[config.mk]
export PLATFORM = sky130hd
export DESIGN_NAME = wav_header_parser
export DESIGN_NICKNAME = d
export VERILOG_FILES = /design/src/rtl/wav_header_parser.sv
export SDC_FILE = /design/constraint.sdc
export NUM_CORES = 1
export LEC_CHECK = 0
export ABC_CLOCK_PERIOD_IN_PS = 15100
export CORE_ASPECT_RATIO = 1.4
export CORE_MARGIN = 3
export CORE_UTILIZATION = 62
export CTS_BUF_LIST = sky130_fd_sc_hd__clkbuf_4 sky130_fd_sc_hd__clkbuf_8
export DETAILED_ROUTE_END_ITERATION = 10
export HOLD_SLACK_MARGIN = 0.15
export PLACE_DENSITY = 0.88
export SYNTH_ARGS = -nofsm -noshare
export SYNTH_HDL_FRONTEND = slang
export SYNTH_SLANG_ARGS = --single-unit
[constraint.sdc]
create_clock -name clk_sys -period 15.1 [get_ports clk_sys]
set_input_delay 3.775 -clock clk_sys [delete_from_list [all_inputs] [get_ports clk_sys]]
set_output_delay 3.775 -clock clk_sys [all_outputs]
set_load 0.005 [all_outputs]
[src/rtl/wav_header_parser.sv]
// Passive RIFF/WAVE header parser that snoops the ioctl download stream feeding the wave ROM.
// Reports the PCM fmt fields plus the data chunk start/length for the wave DMA; never touches the write path.
module wav_header_parser #(
  parameter int         ROM_AW    = 17,
  parameter logic [7:0] WAV_INDEX = 8'd0
) (
  input  logic        clk_sys,
  input  logic        reset,
  input  logic        ioctl_download,
  input  logic [7:0]  ioctl_index,
  input  logic        ioctl_wr,
  input  logic [24:0] ioctl_addr,
  input  logic [7:0]  ioctl_dout,
  output logic        busy,
  output logic        hdr_valid,
  output logic        hdr_error,
  output logic [2:0]  err_code,
  output logic [15:0] num_channels,
  output logic [31:0] sample_rate,
  output logic [15:0] bits_per_sample,
  output logic [24:0] data_start,
  output logic [31:0] data_len,
  output logic [3:0]  dbg_state
);

  typedef enum logic [3:0] {
    S_IDLE   = 4'd0,
    S_RIFF   = 4'd1,
    S_WAVE   = 4'd2,
    S_CHK_ID = 4'd3,
    S_CHK_SZ = 4'd4,
    S_FMT    = 4'd5,
    S_SKIP   = 4'd6,
    S_DONE   = 4'd7,
    S_ERROR  = 4'd8
  } state_t;

  localparam logic [2:0] ERR_BAD_RIFF  = 3'd1;
  localparam logic [2:0] ERR_BAD_WAVE  = 3'd2;
  localparam logic [2:0] ERR_NOT_PCM   = 3'd3;
  localparam logic [2:0] ERR_NO_FMT    = 3'd4;
  localparam logic [2:0] ERR_NO_DATA   = 3'd5;
  localparam logic [2:0] ERR_ADDR_SKIP = 3'd6;

  // Chunk IDs packed little-endian: first byte of the tag sits in bits [7:0].
  localparam logic [31:0] ID_RIFF = 32'h4646_4952;
  localparam logic [31:0] ID_WAVE = 32'h4556_4157;
  localparam logic [31:0] ID_FMT  = 32'h2074_6d66;
  localparam logic [31:0] ID_DATA = 32'h6174_6164;

  localparam logic [32:0] ROM_BYTES = 33'd1 << ROM_AW;

  function automatic logic [7:0] id_byte(input logic [31:0] w, input logic [1:0] i);
    logic [7:0] b;
    case (i)
      2'd0:    b = w[7:0];
      2'd1:    b = w[15:8];
      2'd2:    b = w[23:16];
      default: b = w[31:24];
    endcase
    return b;
  endfunction

  state_t      state_q, state_d;
  logic        dl_q, dl_d;
  logic        busy_q, busy_d;
  logic        hdr_valid_q, hdr_valid_d;
  logic        hdr_error_q, hdr_error_d;
  logic [2:0]  err_code_q, err_code_d;
  logic [2:0]  err_lat_q, err_lat_d;
  logic [15:0] num_ch_q, num_ch_d;
  logic [31:0] rate_q, rate_d;
  logic [15:0] bits_q, bits_d;
  logic [24:0] ds_q, ds_d;
  logic [31:0] len_q, len_d;
  logic [24:0] exp_q, exp_d;
  logic [1:0]  cnt_q, cnt_d;
  logic [31:0] id_q, id_d;
  logic [23:0] size_q, size_d;
  logic [31:0] remain_q, remain_d;
  logic        pad_q, pad_d;
  logic [4:0]  fmt_off_q, fmt_off_d;
  logic [7:0]  tag_lo_q, tag_lo_d;
  logic        fmt_seen_q, fmt_seen_d;

  logic        start, fin, accept, parsing, do_err;
  logic [2:0]  err_val;
  state_t      st;
  logic [24:0] ex;
  logic [31:0] full_size;
  logic [24:0] ds_next;
  logic [32:0] room;

  // Handshake: a byte is taken when ioctl_download & ioctl_wr while a parse is active
  // (or in the start cycle itself); the stream has no ready, so every strobe must be absorbed.
  always_comb begin
    state_d     = state_q;
    dl_d        = ioctl_download;
    busy_d      = busy_q;
    hdr_valid_d = hdr_valid_q;
    hdr_error_d = hdr_error_q;
    err_code_d  = err_code_q;
    err_lat_d   = err_lat_q;
    num_ch_d    = num_ch_q;
    rate_d      = rate_q;
    bits_d      = bits_q;
    ds_d        = ds_q;
    len_d       = len_q;
    exp_d       = exp_q;
    cnt_d       = cnt_q;
    id_d        = id_q;
    size_d      = size_q;
    remain_d    = remain_q;
    pad_d       = pad_q;
    fmt_off_d   = fmt_off_q;
    tag_lo_d    = tag_lo_q;
    fmt_seen_d  = fmt_seen_q;
    do_err      = 1'b0;
    err_val     = 3'd0;

    start   = ioctl_download & ~dl_q & (ioctl_index == WAV_INDEX);
    fin     = dl_q & ~ioctl_download & busy_q;
    accept  = ioctl_download & ioctl_wr & (busy_q | start);
    st      = start ? S_RIFF : state_q;
    ex      = start ? 25'd0 : exp_q;
    parsing = (st != S_IDLE) && (st != S_DONE) && (st != S_ERROR);

    full_size = {ioctl_dout, size_q};
    ds_next   = ex + 25'd1;
    room      = ({8'd0, ds_next} >= ROM_BYTES) ? 33'd0 : ROM_BYTES - {8'd0, ds_next};

    if (start) begin
      busy_d      = 1'b1;
      hdr_valid_d = 1'b0;
      hdr_error_d = 1'b0;
      err_code_d  = 3'd0;
      err_lat_d   = 3'd0;
      num_ch_d    = 16'd0;
      rate_d      = 32'd0;
      bits_d      = 16'd0;
      ds_d        = 25'd0;
      len_d       = 32'd0;
      exp_d       = 25'd0;
      cnt_d       = 2'd0;
      remain_d    = 32'd0;
      pad_d       = 1'b0;
      fmt_off_d   = 5'd0;
      fmt_seen_d  = 1'b0;
      state_d     = S_RIFF;
    end

    if (accept && parsing) begin
      if (ioctl_addr != ex) begin
        do_err  = 1'b1;
        err_val = ERR_ADDR_SKIP;
      end else begin
        exp_d = ex + 25'd1;
        case (st)
          S_RIFF: begin
            if (!ex[2] && ioctl_dout != id_byte(ID_RIFF, ex[1:0])) begin
              do_err  = 1'b1;
              err_val = ERR_BAD_RIFF;
            end
            if (ex[2:0] == 3'd7) state_d = S_WAVE;
          end
          S_WAVE: begin
            if (ioctl_dout != id_byte(ID_WAVE, ex[1:0])) begin
              do_err  = 1'b1;
              err_val = ERR_BAD_WAVE;
            end
            if (ex[1:0] == 2'd3) begin
              state_d = S_CHK_ID;
              cnt_d   = 2'd0;
            end
          end
          S_CHK_ID: begin
            case (cnt_q)
              2'd0:    id_d[7:0]   = ioctl_dout;
              2'd1:    id_d[15:8]  = ioctl_dout;
              2'd2:    id_d[23:16] = ioctl_dout;
              default: id_d[31:24] = ioctl_dout;
            endcase
            cnt_d = cnt_q + 2'd1;
            if (cnt_q == 2'd3) state_d = S_CHK_SZ;
          end
          S_CHK_SZ: begin
            cnt_d = cnt_q + 2'd1;
            case (cnt_q)
              2'd0: size_d[7:0]   = ioctl_dout;
              2'd1: size_d[15:8]  = ioctl_dout;
              2'd2: size_d[23:16] = ioctl_dout;
              default: begin
                if (id_q == ID_DATA) begin
                  if (!fmt_seen_q) begin
                    do_err  = 1'b1;
                    err_val = ERR_NO_FMT;
                  end else begin
                    ds_d    = ds_next;
                    len_d   = ({1'b0, full_size} > room) ? room[31:0] : full_size;
                    state_d = S_DONE;
                  end
                end else begin
                  remain_d  = full_size;
                  pad_d     = full_size[0];
                  fmt_off_d = 5'd0;
                  if (full_size == 32'd0) state_d = S_CHK_ID;
                  else if (id_q == ID_FMT) state_d = S_FMT;
                  else state_d = S_SKIP;
                end
              end
            endcase
          end
          S_FMT, S_SKIP: begin
            if (remain_q != 32'd0) begin
              remain_d = remain_q - 32'd1;
              if (remain_q == 32'd1 && !pad_q) begin
                state_d = S_CHK_ID;
                cnt_d   = 2'd0;
              end
              if (st == S_FMT) begin
                fmt_off_d = (fmt_off_q == 5'd16) ? fmt_off_q : fmt_off_q + 5'd1;
                case (fmt_off_q)
                  5'd0: tag_lo_d = ioctl_dout;
                  5'd1: begin
                    if ({ioctl_dout, tag_lo_q} != 16'd1) begin
                      do_err  = 1'b1;
                      err_val = ERR_NOT_PCM;
                    end
                  end
                  5'd2:  num_ch_d[7:0]     = ioctl_dout;
                  5'd3:  num_ch_d[15:8]    = ioctl_dout;
                  5'd4:  rate_d[7:0]       = ioctl_dout;
                  5'd5:  rate_d[15:8]      = ioctl_dout;
                  5'd6:  rate_d[23:16]     = ioctl_dout;
                  5'd7:  rate_d[31:24]     = ioctl_dout;
                  5'd14: bits_d[7:0]       = ioctl_dout;
                  5'd15: begin
                    bits_d[15:8] = ioctl_dout;
                    fmt_seen_d   = 1'b1;
                  end
                  default: ;
                endcase
              end
            end else begin
              // Word-alignment pad byte after an odd-sized chunk body.
              pad_d   = 1'b0;
              state_d = S_CHK_ID;
              cnt_d   = 2'd0;
            end
          end
          default: ;
        endcase
      end
    end

    if (do_err) begin
      state_d   = S_ERROR;
      err_lat_d = err_val;
    end

    if (fin) begin
      busy_d  = 1'b0;
      state_d = S_IDLE;
      case (state_q)
        S_DONE: hdr_valid_d = 1'b1;
        S_ERROR: begin
          hdr_error_d = 1'b1;
          err_code_d  = err_lat_q;
        end
        default: begin
          hdr_error_d = 1'b1;
          err_code_d  = fmt_seen_q ? ERR_NO_DATA : ERR_NO_FMT;
        end
      endcase
    end
  end

  always_ff @(posedge clk_sys) begin
    if (reset) begin
      state_q     <= S_IDLE;
      dl_q        <= 1'b1;   // a download already running at reset must not look like a rise
      busy_q      <= 1'b0;
      hdr_valid_q <= 1'b0;
      hdr_error_q <= 1'b0;
      err_code_q  <= 3'd0;
      err_lat_q   <= 3'd0;
      num_ch_q    <= 16'd0;
      rate_q      <= 32'd0;
      bits_q      <= 16'd0;
      ds_q        <= 25'd0;
      len_q       <= 32'd0;
      exp_q       <= 25'd0;
      cnt_q       <= 2'd0;
      id_q        <= 32'd0;
      size_q      <= 24'd0;
      remain_q    <= 32'd0;
      pad_q       <= 1'b0;
      fmt_off_q   <= 5'd0;
      tag_lo_q    <= 8'd0;
      fmt_seen_q  <= 1'b0;
    end else begin
      state_q     <= state_d;
      dl_q        <= dl_d;
      busy_q      <= busy_d;
      hdr_valid_q <= hdr_valid_d;
      hdr_error_q <= hdr_error_d;
      err_code_q  <= err_code_d;
      err_lat_q   <= err_lat_d;
      num_ch_q    <= num_ch_d;
      rate_q      <= rate_d;
      bits_q      <= bits_d;
      ds_q        <= ds_d;
      len_q       <= len_d;
      exp_q       <= exp_d;
      cnt_q       <= cnt_d;
      id_q        <= id_d;
      size_q      <= size_d;
      remain_q    <= remain_d;
      pad_q       <= pad_d;
      fmt_off_q   <= fmt_off_d;
      tag_lo_q    <= tag_lo_d;
      fmt_seen_q  <= fmt_seen_d;
    end
  end

  assign busy            = busy_q;
  assign hdr_valid       = hdr_valid_q;
  assign hdr_error       = hdr_error_q;
  assign err_code        = err_code_q;
  assign num_channels    = num_ch_q;
  assign sample_rate     = rate_q;
  assign bits_per_sample = bits_q;
  assign data_start      = ds_q;
  assign data_len        = len_q;
  assign dbg_state       = state_q;

endmodule

==> metrics.md <==
| Metric | Value |
|---|---|
| Status | finished clean |
| CP Depth | 21 |
| Min-Delay Path Class | reg -> reg |
| Core area | 22,100 sq um |
| IO Count | 176 |
| Wirelength per Cell | 20.07 um |
| Initial DRC Count | 1,432 |
| Post-detail-place hpwl | 30,610 um |
| DRC errors left | 0 |
| Pre-Repair DR Iteration Count | 6 |
| Num Clock Sinks | 265 |
| Period utilisation layout | 74.53% |
| Mapped cell area | 14,040 sq um |
| Fin crit period | 11.25 ns |
| Die area | 24,510 sq um |
| Asr flop ratio synth | 0% |
| Ys Warns | 0 |
| Clock-pin slew on the worst setup and hold paths | 0.06 ns |
| Initial antenna violation count | 0 |
| Largest net degree at the start of global routing | 116 |
| Commonest non-fill, non-tap cell in the layout | dfxtp_1 |
| Leading area contributor after synthesis | dfxtp_1 |
| Crit. End Element | flop |
| Total number of vias | 14,130 |
| Crit path largest cell delay | 0.88 ns |
| Setup-failing EPs final | 0 |
| MaxCap Viol Count | 0 |
| Critical Path Sink | data_len[26]$_SDFF_PP0_ |
| Main synth FF type | dfxtp_1 |
| Total chip power | 1.418 mW |
| Pleak | 6.242 nW |
| Post-Route WL | 44,260 um |
| Layout cell share with drive strength beyond 1 | 6.971% |
| CTS Buf Count | 41 |
| Area Growth Syn to Fin | 19.40% |
| N_diodes | 0 |
| Worst Setup SP | ioctl_index[5] |
| Syn Area/Cell | 8.055 sq um |
| Hold Slack | 0.4502 ns |
| Share of the synthesized area in the top cell type | 37.79% |
| Horiz. Die Dim | 133.2 um |
| Unrepaired setup endpoints after global routing | false |
| CP most frequent cell | and2_1 |
| Row count | 64 |
| Initial Util | 63.52% |
| Top post-synthesis cells by area | dfxtp_1 (38%), nand2_1 (5.8%), nor2_1 (5.0%) |
| Number of enable flip-flop cells after synthesis | 0 |
| Yosys cell types | 83 |
| Max frequency | 0.08886 GHz |
| Pwr per Cell Area | 84.57 nW/um^2 |
| Vias in the first global route | 13,550 |
| CTS H-tree depth | 2 |
| Post-CTS Resized | 0 |
| CTS Root Cell | clkbuf_8 |
| Pre-CTS setup slack | 3.617 ns |
| Tot GR Track Use | 34.94% |
| Worst R2R Start | dl_q$_SDFF_PP1_ |
| Worst Reg-to-Reg Cells | 20 |
| Hold-critical path depth | 2 |
| Crit-path cells | clkdlybuf4s50_1 -> nor4_2 -> nand3_2 -> buf_4 -> nand2_1 -> inv_1 -> ha_1 -> and2_1 -> nand3_1 -> mux2i_1 -> o31ai_1 -> and2_1 -> o21ai_0 -> ha_1 -> a2111oi_0 -> a21oi_1 -> a2111oi_0 -> o22a_1 -> and2_1 -> a22oi_1 -> nor2_1 |
| Max-slew headroom | 18.93% |
| CP Class | in -> reg |
| Hold Fails Final Rpt | 0 |
| Slew of the pin with the lowest slew margin | 1.212 ns |
| Critical path required time | 15.56 ns |
| Setup bufs post-CTS | 0 |
| Placed cell area | 15,840 sq um |
| Total Nets Final | 1,973 |
| First-pass GRT wire length | 70,210 um |
| Crit-path leading delay family | simple AND/OR/NAND/NOR gates |
| Fin area | 16,760 sq um |
| Hold_buf cts | 0 |
| Via density | 6.410 |
| Placed cells | 2,131 |
| Maximum fanout along the worst path | 58 |
| Gp weighted congestion | 0.9741 |
| Layout Cells excl Fill | 2,205 |
| End of the worst register-to-register path | data_len[26]$_SDFF_PP0_ |
| Setup WS post-layout | 3.846 ns |
| Worst path buffer plus inverter count | 3 |
| Clock Latency Late Sink | 0.55 ns |
| Syn Inst Count | 1,743 |
| Worst path slowest cell | nor4_2 |
| Overflow after GRT | 0 |
| CTS tree | yes |
| Startpoint Class | input pin |
| Fin Clk Skew | 0.02164 ns |
| Worst vdd ir | 0.08399 mV |
| Die height | 184.1 um |
| Fin util | 75.85% |
| Synth Register Bits | 265 |
| Post-DRT Antenna Nets | 0 |
| Flop-to-flop setup slack | 7.46 ns |
| Critical path arrival | 11.72 ns |
| Fill cell count | 1,678 |
| Most frequent cells in the layout | dfxtp_1 (265), nand2_1 (217), nor2_1 (187) |
| Setup TNS Final | 0 ns |
| Clock Path Buffers | 3 |
| Max-slew violations | 0 |
| Sequential area share after synthesis | 37.79% |
| PortBufs | 175 |
## state kept, by name, indices dropped and copies added, names as in the netlist, 8 cells and up
name,flops
data_len,32
id_q,32
bits_per_sample,16
exp_q,25
num_channels,16
data_start,25
sample_rate,32
size_q,24
remain_q,32
tag_lo_q,8
## Yosys cell counts (11+ instances only)
master / count
a211oi_1: 17
xor2_1: 32
nand4_1: 21
buf_2: 33
dfxtp_1: 265
and2_1: 16
nor3_1: 48
o21ai_0: 106
nand3_1: 115
and3_1: 17
clkbuf_1: 69
inv_1: 22
a22oi_1: 29
or3_1: 15
nor2_1: 188
mux2i_1: 36
xnor2_1: 54
nor4_1: 25
a21oi_1: 113
a31oi_1: 26
o21ai_1: 17
ha_1: 51
nand2_1: 217
nand2b_1: 11
## power breakdown
part / internal, mW / leakage, nW / switching [mW] / total, mW
registers: 0.699 / 2.13 / 0.000187 / 0.699
logic: 0.0208 / 3.62 / 0.0381 / 0.0588
clock network: 0.375 / 0.489 / 0.285 / 0.659
total: 1.09 / 6.24 / 0.323 / 1.42
## kinds of logic after synthesis
family / after synthesis / share of synthesized area [%]
AND/OR/NAND/NOR: 761 / 27.40
AO/OA/AOI/OAI: 402 / 17.73
flip-flops: 265 / 37.79
buffers and inverters: 139 / 4.411
XOR/XNOR: 86 / 5.365
adder cells (fa/ha/maj): 51 / 4.545
multiplexers: 38 / 2.727
other: 1 / 0.02671
## worst min-delay path, delay by kind of cell, from the launching register on
family           cells  cell delay, ns
AO/OA/AOI/OAI        1            0.05
flip-flops           1            0.30
AND/OR/NAND/NOR      1            0.05
## worst min-delay path by stage
stage	slack (ns)	start	end
5_1_grt	0.48	id_q[9]$_SDFFE_PP0P_	id_q[9]$_SDFFE_PP0P_
3_3_place_gp	0.43	id_q[20]$_SDFFE_PP0P_	id_q[20]$_SDFFE_PP0P_
3_5_place_dp	0.45	id_q[6]$_SDFFE_PP0P_	id_q[6]$_SDFFE_PP0P_
6_report	0.45	id_q[21]$_SDFFE_PP0P_	id_q[21]$_SDFFE_PP0P_
4_1_cts	0.45	id_q[6]$_SDFFE_PP0P_	id_q[6]$_SDFFE_PP0P_
2_1_floorplan	0.43	id_q[20]$_SDFFE_PP0P_	id_q[20]$_SDFFE_PP0P_
## layer usage
metal  global-route usage [%]  wire (um)  vias up
met3                    5.915       3888      189
met4                    18.94       2594        0
li1                         -          -     6497
met2                    59.30      21500      809
met1                    42.32      16280     6639
met5                        0          0        -
## cell type report
type	instances	area (sq um)	area share (%)
Sequential cell	265	5305	31.65
Timing Repair Buffer	194	1892	11.29
Inverter	22	82.58	0.4926
Tap cell	297	371.6	2.217
Multi-Input combinational cell	1353	8193	48.87
Clock buffer	66	852.1	5.083
Clock inverter	8	67.56	0.4030
(Power assumes the default switching activity.)
